File: src/rtl/id_stage_if.sv
// Signal bundle between the DLX instruction-decode stage and its neighbours:
// fetch inputs, hazard/writeback inputs, and decoded outputs toward ID/EX.
interface id_stage_if #(
    parameter int STALL_CNT_W = 16
);
    logic [31:0]            if_instr;
    logic [31:0]            if_npc;
    logic                   flush;
    logic                   ex_mem_read;
    logic [4:0]             ex_rt;
    logic                   wb_en;
    logic [4:0]             wb_addr;
    logic [31:0]            wb_data;

    logic                   pc_write;
    logic [31:0]            a;
    logic [31:0]            b;
    logic [31:0]            npc;
    logic [31:0]            imm;
    logic [4:0]             rd1;
    logic [4:0]             rd2;
    logic                   regdst;
    logic                   alusrc;
    logic [1:0]             aluop;
    logic                   branch;
    logic                   mem_read;
    logic                   mem_write;
    logic                   reg_write;
    logic                   mem_to_reg;
    logic [STALL_CNT_W-1:0] stall_count;

    modport master (
        output if_instr, if_npc, flush, ex_mem_read, ex_rt, wb_en, wb_addr, wb_data,
        input  pc_write, a, b, npc, imm, rd1, rd2, regdst, alusrc, aluop,
               branch, mem_read, mem_write, reg_write, mem_to_reg, stall_count
    );

    modport slave (
        input  if_instr, if_npc, flush, ex_mem_read, ex_rt, wb_en, wb_addr, wb_data,
        output pc_write, a, b, npc, imm, rd1, rd2, regdst, alusrc, aluop,
               branch, mem_read, mem_write, reg_write, mem_to_reg, stall_count
    );
endinterface

File: src/rtl/id_stage.sv
// DLX decode stage: IF/ID register, 32x32 register file with write-through
// bypass, main control decoder and load-use hazard detection with bubble insertion.
module id_stage #(
    parameter int REG_COUNT   = 32,
    parameter int STALL_CNT_W = 16
) (
    input  logic       clk,
    input  logic       reset_n,
    id_stage_if.slave  bus
);
    logic [31:0]            id_instr_reg;
    logic [31:0]            id_npc_reg;
    logic [31:0]            regs_reg [REG_COUNT];
    logic [STALL_CNT_W-1:0] stall_cnt_reg;
    logic [REG_COUNT-1:0]   wr_sel;

    logic [5:0] opcode;
    logic [4:0] rs;
    logic [4:0] rt;
    logic       is_rtype;
    logic       uses_rt;
    logic       stall;
    logic       wb_hit;

    assign opcode   = id_instr_reg[31:26];
    assign rs       = id_instr_reg[25:21];
    assign rt       = id_instr_reg[20:16];
    assign is_rtype = (opcode == 6'h00) && (id_instr_reg != 32'd0);
    assign uses_rt  = is_rtype || (opcode == 6'h2B);

    // Flush wins over stall so a killed instruction never holds the PC.
    assign stall = bus.ex_mem_read && (bus.ex_rt != 5'd0) &&
                   ((bus.ex_rt == rs) || (uses_rt && (bus.ex_rt == rt))) && !bus.flush;

    always_ff @(posedge clk) begin
        if (!reset_n) begin
            id_instr_reg <= '0;
            id_npc_reg   <= '0;
        end else if (bus.flush) begin
            id_instr_reg <= '0;
            id_npc_reg   <= '0;
        end else if (!stall) begin
            id_instr_reg <= bus.if_instr;
            id_npc_reg   <= bus.if_npc;
        end
    end

    // Per-register write strobe; r0 is never written.
    genvar gi;
    generate
        for (gi = 0; gi < REG_COUNT; gi++) begin : g_wr_sel
            if (gi == 0) begin : g_r0
                assign wr_sel[gi] = 1'b0;
            end else begin : g_rn
                assign wr_sel[gi] = bus.wb_en && (bus.wb_addr == 5'(gi));
            end
        end
    endgenerate

    always_ff @(posedge clk) begin
        if (!reset_n) begin
            for (int i = 0; i < REG_COUNT; i++) regs_reg[i] <= '0;
        end else begin
            for (int i = 0; i < REG_COUNT; i++) begin
                if (wr_sel[i]) regs_reg[i] <= bus.wb_data;
            end
        end
    end

    always_ff @(posedge clk) begin
        if (!reset_n) begin
            stall_cnt_reg <= '0;
        end else if (stall && (stall_cnt_reg != '1)) begin
            stall_cnt_reg <= stall_cnt_reg + 1'b1;
        end
    end

    assign wb_hit = bus.wb_en && (bus.wb_addr != 5'd0);

    assign bus.a = (rs == 5'd0) ? 32'd0 :
                   (wb_hit && (bus.wb_addr == rs)) ? bus.wb_data : regs_reg[rs];
    assign bus.b = (rt == 5'd0) ? 32'd0 :
                   (wb_hit && (bus.wb_addr == rt)) ? bus.wb_data : regs_reg[rt];

    assign bus.npc         = id_npc_reg;
    assign bus.imm         = {{16{id_instr_reg[15]}}, id_instr_reg[15:0]};
    assign bus.rd1         = rt;
    assign bus.rd2         = id_instr_reg[15:11];
    assign bus.pc_write    = !stall;
    assign bus.stall_count = stall_cnt_reg;

    // Control decode; a stall turns the decoded instruction into a bubble.
    always_comb begin
        bus.regdst     = 1'b0;
        bus.alusrc     = 1'b0;
        bus.aluop      = 2'b00;
        bus.branch     = 1'b0;
        bus.mem_read   = 1'b0;
        bus.mem_write  = 1'b0;
        bus.reg_write  = 1'b0;
        bus.mem_to_reg = 1'b0;
        if (!stall) begin
            case (opcode)
                6'h00: begin
                    if (is_rtype) begin
                        bus.regdst    = 1'b1;
                        bus.aluop     = 2'b10;
                        bus.reg_write = 1'b1;
                    end
                end
                6'h23: begin
                    bus.alusrc     = 1'b1;
                    bus.mem_read   = 1'b1;
                    bus.mem_to_reg = 1'b1;
                    bus.reg_write  = 1'b1;
                end
                6'h2B: begin
                    bus.alusrc    = 1'b1;
                    bus.mem_write = 1'b1;
                end
                6'h08: begin
                    bus.alusrc    = 1'b1;
                    bus.reg_write = 1'b1;
                end
                6'h04: begin
                    bus.branch = 1'b1;
                    bus.aluop  = 2'b01;
                end
                default: ;
            endcase
        end
    end
endmodule

File: src/flat_wrapper.sv
// flat-port wrapper written by rule: the top's interface ports become plain ports
module id_stage_flat 
#(
    parameter int REG_COUNT   = 32,
    parameter int STALL_CNT_W = 16
)
  (clk, reset_n, bus_if_instr, bus_if_npc, bus_flush, bus_ex_mem_read, bus_ex_rt, bus_wb_en, bus_wb_addr, bus_wb_data, bus_pc_write, bus_a, bus_b, bus_npc, bus_imm, bus_rd1, bus_rd2, bus_regdst, bus_alusrc, bus_aluop, bus_branch, bus_mem_read, bus_mem_write, bus_reg_write, bus_mem_to_reg, bus_stall_count);
  id_stage_if #(.STALL_CNT_W(STALL_CNT_W)) bus_i ();
  input  logic clk;
  input  logic reset_n;
  input wire logic [$bits(bus_i.if_instr)-1:0] bus_if_instr;
  input wire logic [$bits(bus_i.if_npc)-1:0] bus_if_npc;
  input wire logic [$bits(bus_i.flush)-1:0] bus_flush;
  input wire logic [$bits(bus_i.ex_mem_read)-1:0] bus_ex_mem_read;
  input wire logic [$bits(bus_i.ex_rt)-1:0] bus_ex_rt;
  input wire logic [$bits(bus_i.wb_en)-1:0] bus_wb_en;
  input wire logic [$bits(bus_i.wb_addr)-1:0] bus_wb_addr;
  input wire logic [$bits(bus_i.wb_data)-1:0] bus_wb_data;
  output wire logic [$bits(bus_i.pc_write)-1:0] bus_pc_write;
  output wire logic [$bits(bus_i.a)-1:0] bus_a;
  output wire logic [$bits(bus_i.b)-1:0] bus_b;
  output wire logic [$bits(bus_i.npc)-1:0] bus_npc;
  output wire logic [$bits(bus_i.imm)-1:0] bus_imm;
  output wire logic [$bits(bus_i.rd1)-1:0] bus_rd1;
  output wire logic [$bits(bus_i.rd2)-1:0] bus_rd2;
  output wire logic [$bits(bus_i.regdst)-1:0] bus_regdst;
  output wire logic [$bits(bus_i.alusrc)-1:0] bus_alusrc;
  output wire logic [$bits(bus_i.aluop)-1:0] bus_aluop;
  output wire logic [$bits(bus_i.branch)-1:0] bus_branch;
  output wire logic [$bits(bus_i.mem_read)-1:0] bus_mem_read;
  output wire logic [$bits(bus_i.mem_write)-1:0] bus_mem_write;
  output wire logic [$bits(bus_i.reg_write)-1:0] bus_reg_write;
  output wire logic [$bits(bus_i.mem_to_reg)-1:0] bus_mem_to_reg;
  output wire logic [$bits(bus_i.stall_count)-1:0] bus_stall_count;
  assign bus_i.if_instr = bus_if_instr;
  assign bus_i.if_npc = bus_if_npc;
  assign bus_i.flush = bus_flush;
  assign bus_i.ex_mem_read = bus_ex_mem_read;
  assign bus_i.ex_rt = bus_ex_rt;
  assign bus_i.wb_en = bus_wb_en;
  assign bus_i.wb_addr = bus_wb_addr;
  assign bus_i.wb_data = bus_wb_data;
  assign bus_pc_write = bus_i.pc_write;
  assign bus_a = bus_i.a;
  assign bus_b = bus_i.b;
  assign bus_npc = bus_i.npc;
  assign bus_imm = bus_i.imm;
  assign bus_rd1 = bus_i.rd1;
  assign bus_rd2 = bus_i.rd2;
  assign bus_regdst = bus_i.regdst;
  assign bus_alusrc = bus_i.alusrc;
  assign bus_aluop = bus_i.aluop;
  assign bus_branch = bus_i.branch;
  assign bus_mem_read = bus_i.mem_read;
  assign bus_mem_write = bus_i.mem_write;
  assign bus_reg_write = bus_i.reg_write;
  assign bus_mem_to_reg = bus_i.mem_to_reg;
  assign bus_stall_count = bus_i.stall_count;
  id_stage #(.REG_COUNT(REG_COUNT), .STALL_CNT_W(STALL_CNT_W)) u_core (.clk(clk), .reset_n(reset_n), .bus(bus_i));
endmodule
File: config.mk
export PLATFORM = sky130hd
export DESIGN_NAME = id_stage_flat
export DESIGN_NICKNAME = d
export VERILOG_FILES = /design/src/rtl/id_stage_if.sv /design/src/rtl/id_stage.sv /design/src/flat_wrapper.sv
export SDC_FILE = /design/constraint.sdc
export NUM_CORES = 2
export LEC_CHECK = 0
export ABC_AREA = 0
export BUFFER_PORTS_ARGS = -buffer_cell sky130_fd_sc_hd__buf_4
export CAP_MARGIN = 30
export CORE_MARGIN = 2
export CORE_UTILIZATION = 30
export DETAILED_ROUTE_END_ITERATION = 12
export HOLD_SLACK_MARGIN = 0.05
export PLACE_DENSITY = 0.44
export SLEW_MARGIN = 20
export SYNTH_ARGS = -nofsm -noshare
export SYNTH_HDL_FRONTEND = slang
export SYNTH_SLANG_ARGS = --single-unit
export TNS_END_PERCENT = 1
File: constraint.sdc
create_clock -name clk -period 4.9 [get_ports clk]
set_input_delay 0.98 -clock clk [delete_from_list [all_inputs] [get_ports clk]]
set_output_delay 0.98 -clock clk [all_outputs]
set_load 0.02 [all_outputs]
**Word-level counts from Yosys, hierarchy flattened**

Memory sizes are Yosys's and may differ from the RTL's. A register that Yosys moved wholly into a read port is not among the register bits.
Index checks and enable logic that the tools add are counted.

- Bits in read-only memories: 0
- Bits in writable memories: 1024
- Memories kept: 1
- Bits in latches: 0
- Logic and storage cells: 279
- Bits in registers: 80

- Eq/ne operators: 40
- Multiplexer cells: 149
- Reduce and logical (&&, ||, !) cells: 53
- Shift operators: 0
- Magnitude comparators: 0
- Div/mod/pow operators: 0
- Bitwise gates (word level): 32
- $add $sub $neg: 1
- Multiply operators: 0

Memories:

| memory | depth | bits a word | rd ports | clocked after memory_dff | wr ports | line | source |
|---|---|---|---|---|---|---|---|
| u_core.regs_reg | 32 | 32 | 2 | 2 | 32 | id_stage.sv:13 | `logic [31:0] regs_reg [REG_COUNT];` |

Operators with widths:

| cell | number |
|---|---|
| $mux 32 | 35 |
| $mux 1 | 106 |
| $eq 5x5->1 const B | 16 |
| $eq 5x4->1 const B | 8 |
| $logic_and 1x1->1 | 40 |
| $reduce_bool 32->1 | 1 |
| $or 1x1->1 | 31 |
| $eq 5x3->1 const B | 4 |
| $eq 5x5->1 | 4 |
| $mux 5 | 4 |
| $add 16x1->16 const B | 1 |
| $ne 16x16->1 const B | 1 |
| $eq 6x6->1 const B | 2 |
| $eq 5x2->1 const B | 2 |
| $logic_not 5->1 | 2 |
| $reduce_bool 5->1 | 2 |
| $eq 6x3->1 const B | 1 |
| $eq 6x4->1 const B | 1 |
| $logic_not 6->1 | 1 |
| $eq 5x1->1 const B | 1 |
| $mux 2 | 2 |
| $pmux 2 s2 | 1 |
| $reduce_or 2->1 | 2 |
| $reduce_or 3->1 | 1 |
| 4 further kinds | 6 |

**Logic depth before layout (Yosys ltp)**

- Depth in word-level cells: 9
- Mapped depth: 11
- Gate-level depth less buffers: 7

**Worst setup path before layout**

OpenSTA, ideal clock, no wires.

- Kind: input -> register
- From: input bus_wb_addr[4]
- To: memory u_core.regs_reg[24][0], enable pin
- Data required time: 4.434 ns
- Setup slack: 0.520 ns
- Library setup time: 0.466 ns
- Arrival: 3.915 ns
- Stages on the path: 4
- Path through: clkbuf_1 nor2b_1 nand3_1 o21ai_0

RTL lines:

| what | line | source |
|---|---|---|
| start, declared | flat_wrapper.sv:17 | `input wire logic [$bits(bus_i.wb_addr)-1:0] bus_wb_addr;` |
| end, declared | id_stage.sv:13 |  |

==> flow_metrics.py <==
metrics = {
    "route": {
        "vias": 38500,
        "drt_pre_antenna_iters": 6,
        "detail-route-antenna-nets": 0,
        "vias_per_cell": 5.72,
        "remaining_drc_errors": 0,
        "wirelength_um": 232000,
        "wl_per_cell_um": 34.5,
        "drt_iter0_drc": 4314,
    },
    "setup_path": {
        "cp-end-kind": "output pin",
        "crit_type": "reg -> out",
        "worstPathArrival_ns": 3.90,
        "regToRegSetupSlack_ns": 1.39,
        "crit_path_max_fanout": 28,
        "rr_worst_depth": 9,
        "crit_path_start_kind": "flop",
        "crit_required_ns": 3.92,
        "worstReg2RegStart": "u_core.id_instr_reg[16]",
    },
    "logic_synthesis": {
        "synth_cell_types": 64,
        "synth_top_area_share": 0.553,
        "yosys_register_bits": 1082,
        "synth_warnings": 0,
        "synth_edf_count": 992,
        "async_flop_share": 0,
        "synth_top_area_cell": "edfxtp_1",
        "syn_area_sq_um": 53900,
        "ys.flop_type": "edfxtp_1",
        "synthesis.nets": 4071,
        "netlist_instances": 3959,
        "syn_area_per_cell_sq_um": 13.6,
        "seq_area_frac_synth": 0.586,
        "synthTopCellsByArea": "edfxtp_1, mux4_2, mux2i_1, nor2_1, dfxtp_1",
    },
    "clocking": {
        "cts-root-buf": "clkbuf_16",
        "path_clk_slew_ns": 0.06,
        "cts_htree_levels": 4,
        "cts_tree": "done",
        "cts_hold_buffers": 0,
        "cts_buffers": 134,
        "clock_path_buffers": 3,
        "clk-insertion-delay-late_ns": 0.80,
        "clock_sinks": 1082,
    },
    "sta": {
        "fmax_mhz": 205,
        "clock_skew_ns": 0.0270,
        "fin_crit_ns": 4.88,
        "tightest_slew_ns": 1.09,
        "setup_violations": 0,
        "drv_slew": 0,
        "final_hold_viol_count": 0,
        "timing.final.crit_share": 0.995,
        "holdWs_ns": 0.444,
        "slew_headroom": 0.273,
        "rsz0062_at_grt": "no",
        "setup_tns_ns": 0,
        "worst_slack_ns": 0.0240,
    },
    "global_route": {
        "grt_antenna_before_repair": 14,
        "grt_overflow": 0,
        "grtUsageTotal": 0.248,
        "grt_max_degree": 68,
        "grt_pass1_wl_um": 317000,
        "grt_pass1_vias": 38200,
    },
    "final_layout": {
        "layout.cells.most_common": "edfxtp_1",
        "largest_reg_flops": 992,
        "n_fill_cell": 17300,
        "drive_gt1_frac": 0.284,
        "multi_input_area_sq_um": 20500,
        "syn2layout_area_growth_pct": 19.4,
        "fin_util": 0.361,
        "antenna_cells": 0,
        "layout_common_cells": "edfxtp_1, nor2_1, buf_4, mux4_2, nand2_1",
        "finalInstanceArea_sq_um": 64300,
        "finish.net_count": 4373,
        "regArea_sq_um": 31600,
    },
    "place": {
        "placed_area_sq_um": 59900,
        "io_buffers": 274,
        "place_congestion": 0.835,
        "dp_slack_ns": 0.330,
        "dpl.hpwl_um": 143000,
    },
    "floorplanning": {
        "fp-row-count": 155,
        "coreArea_sq_um": 178000,
        "dieWidth_um": 428,
        "initial_core_util": 0.302,
        "io_pins": 275,
        "die_area_sq_um": 183000,
        "die_y_um": 428,
    },
    "power_and_ir_drop": {
        "power.leakage_nw": 21.4,
        "p_per_area_nw_per_um2": 371,
        "vdd_drop_max_uv": 300,
        "pwr-share-seq": 0.463,
        "switchingPower_w": 0.00630,
        "p_int_w": 0.0176,
        "clock_power_share": 0.411,
        "power_frac_comb": 0.126,
        "swShare": 0.264,
    },
    "run": {
        "maxCapViolCount": 0,
    },
    "min_path": {
        "hold_path_startpoint": "bus_if_instr[15]",
        "hold_depth": 3,
        "hold_path_class": "in -> reg",
        "min_to": "u_core.id_instr_reg[15]",
    },
    "status": {
        "status": "finished, final reports clean",
    },
}
cells in the mapped netlist, drive strengths merged, types with 5 or more instances:
master / n
o221ai: 56
xor2: 6
a22o: 36
nand2b: 35
o22ai: 126
nand4: 12
o31a: 8
and3: 7
clkbuf: 206
mux2: 68
a221oi: 11
nor4: 6
nor2b: 9
or3: 8
o21ai: 80
a2bb2oi: 9
a22oi: 19
and2: 13
nor3b: 12
or2: 5
nand3: 18
buf: 185
a32oi: 12
edfxtp: 992
o211ai: 21
dfxtp: 90
nand2: 343
mux2i: 302
a211oi: 46
a21oi: 112
a31oi: 7
inv: 40
nor2: 642
mux4: 339
xnor2: 14
o41ai: 12
nor3: 17
metal layers:
layer / track usage / part of all wire
met2: 0.402 / 0.47
met4: 0.0991 / 0.042
met3: 0.0430 / 0.074
met1: 0.330 / 0.41
met5: 0 / 0.00032
per-stage QoR:
step	instances	total power, W
6_report	6721	0.0239
2_1_floorplan	3959	0.0128
4_1_cts	6714	0.0240
3_3_place_gp	6469	0.0142
3_5_place_dp	6472	0.0142
5_1_grt	6721	0.0245
kinds of logic (layout without fill, tap and decap cells):
group / count (synthesis) / after routing / share of synthesized area
flops: 1082 / 1082 / 0.586
buf+inv: 432 / 839 / 0.0393
simple gates: 1140 / 1140 / 0.0870
mux: 709 / 709 / 0.212
compound gates: 575 / 575 / 0.0720
fa+ha+maj: 1 / 1 / 0.000232
xor+xnor: 20 / 20 / 0.00325
how the worst max path moves through the flow:
stage | from | to | slack [ns]
2_1_floorplan | bus_wb_addr[4] | u_core.regs_reg[24][0] | 0.52
3_3_place_gp | bus_wb_addr[1] | bus_b[24] | 0.25
3_5_place_dp | bus_wb_addr[1] | bus_b[27] | 0.33
4_1_cts | flop | bus_b[24] | 0.001
5_1_grt | flop | bus_a[11] | 0.0009
6_report | flop | bus_b[27] | 0.02
critical path: stages, from the launching register on:
cell	delay [ns]
dfxtp_4	0.61
buf_4	0.35
nand2b_4	0.46
o22ai_1	0.45
a2111oi_0	0.16
o21a_1	0.22
o32ai_2	0.55
buf_4	0.25
final cells by class:
cell class              instances  area share
multi-input cells            2445       0.319
well taps                    2355      0.0458
repair buffers                557      0.0752
flip-flops and latches       1082       0.492
clock buffers                 175      0.0571
clock inverters                66     0.00881
inverters                      41     0.00243
power groups by stage:
stage	Clock (W)	Combinational (W)	Sequential, W
2_1_floorplan	0	0.00162	0.0111
3_3_place_gp	0	0.00297	0.0112
3_5_place_dp	0	0.00297	0.0112
4_1_cts	0.00997	0.00299	0.0110
5_1_grt	0.0103	0.00313	0.0111
6_report	0.00982	0.00301	0.0111
repair_timing:
action | 4_1_cts | 5_1_grt
cloned | 0 | 0
setup buffers | 1 | 6
endpoints found under the setup margin | 12 | 5
resized for setup | 7 | 1
No activity file was read; power rests on OpenSTA's default activity.
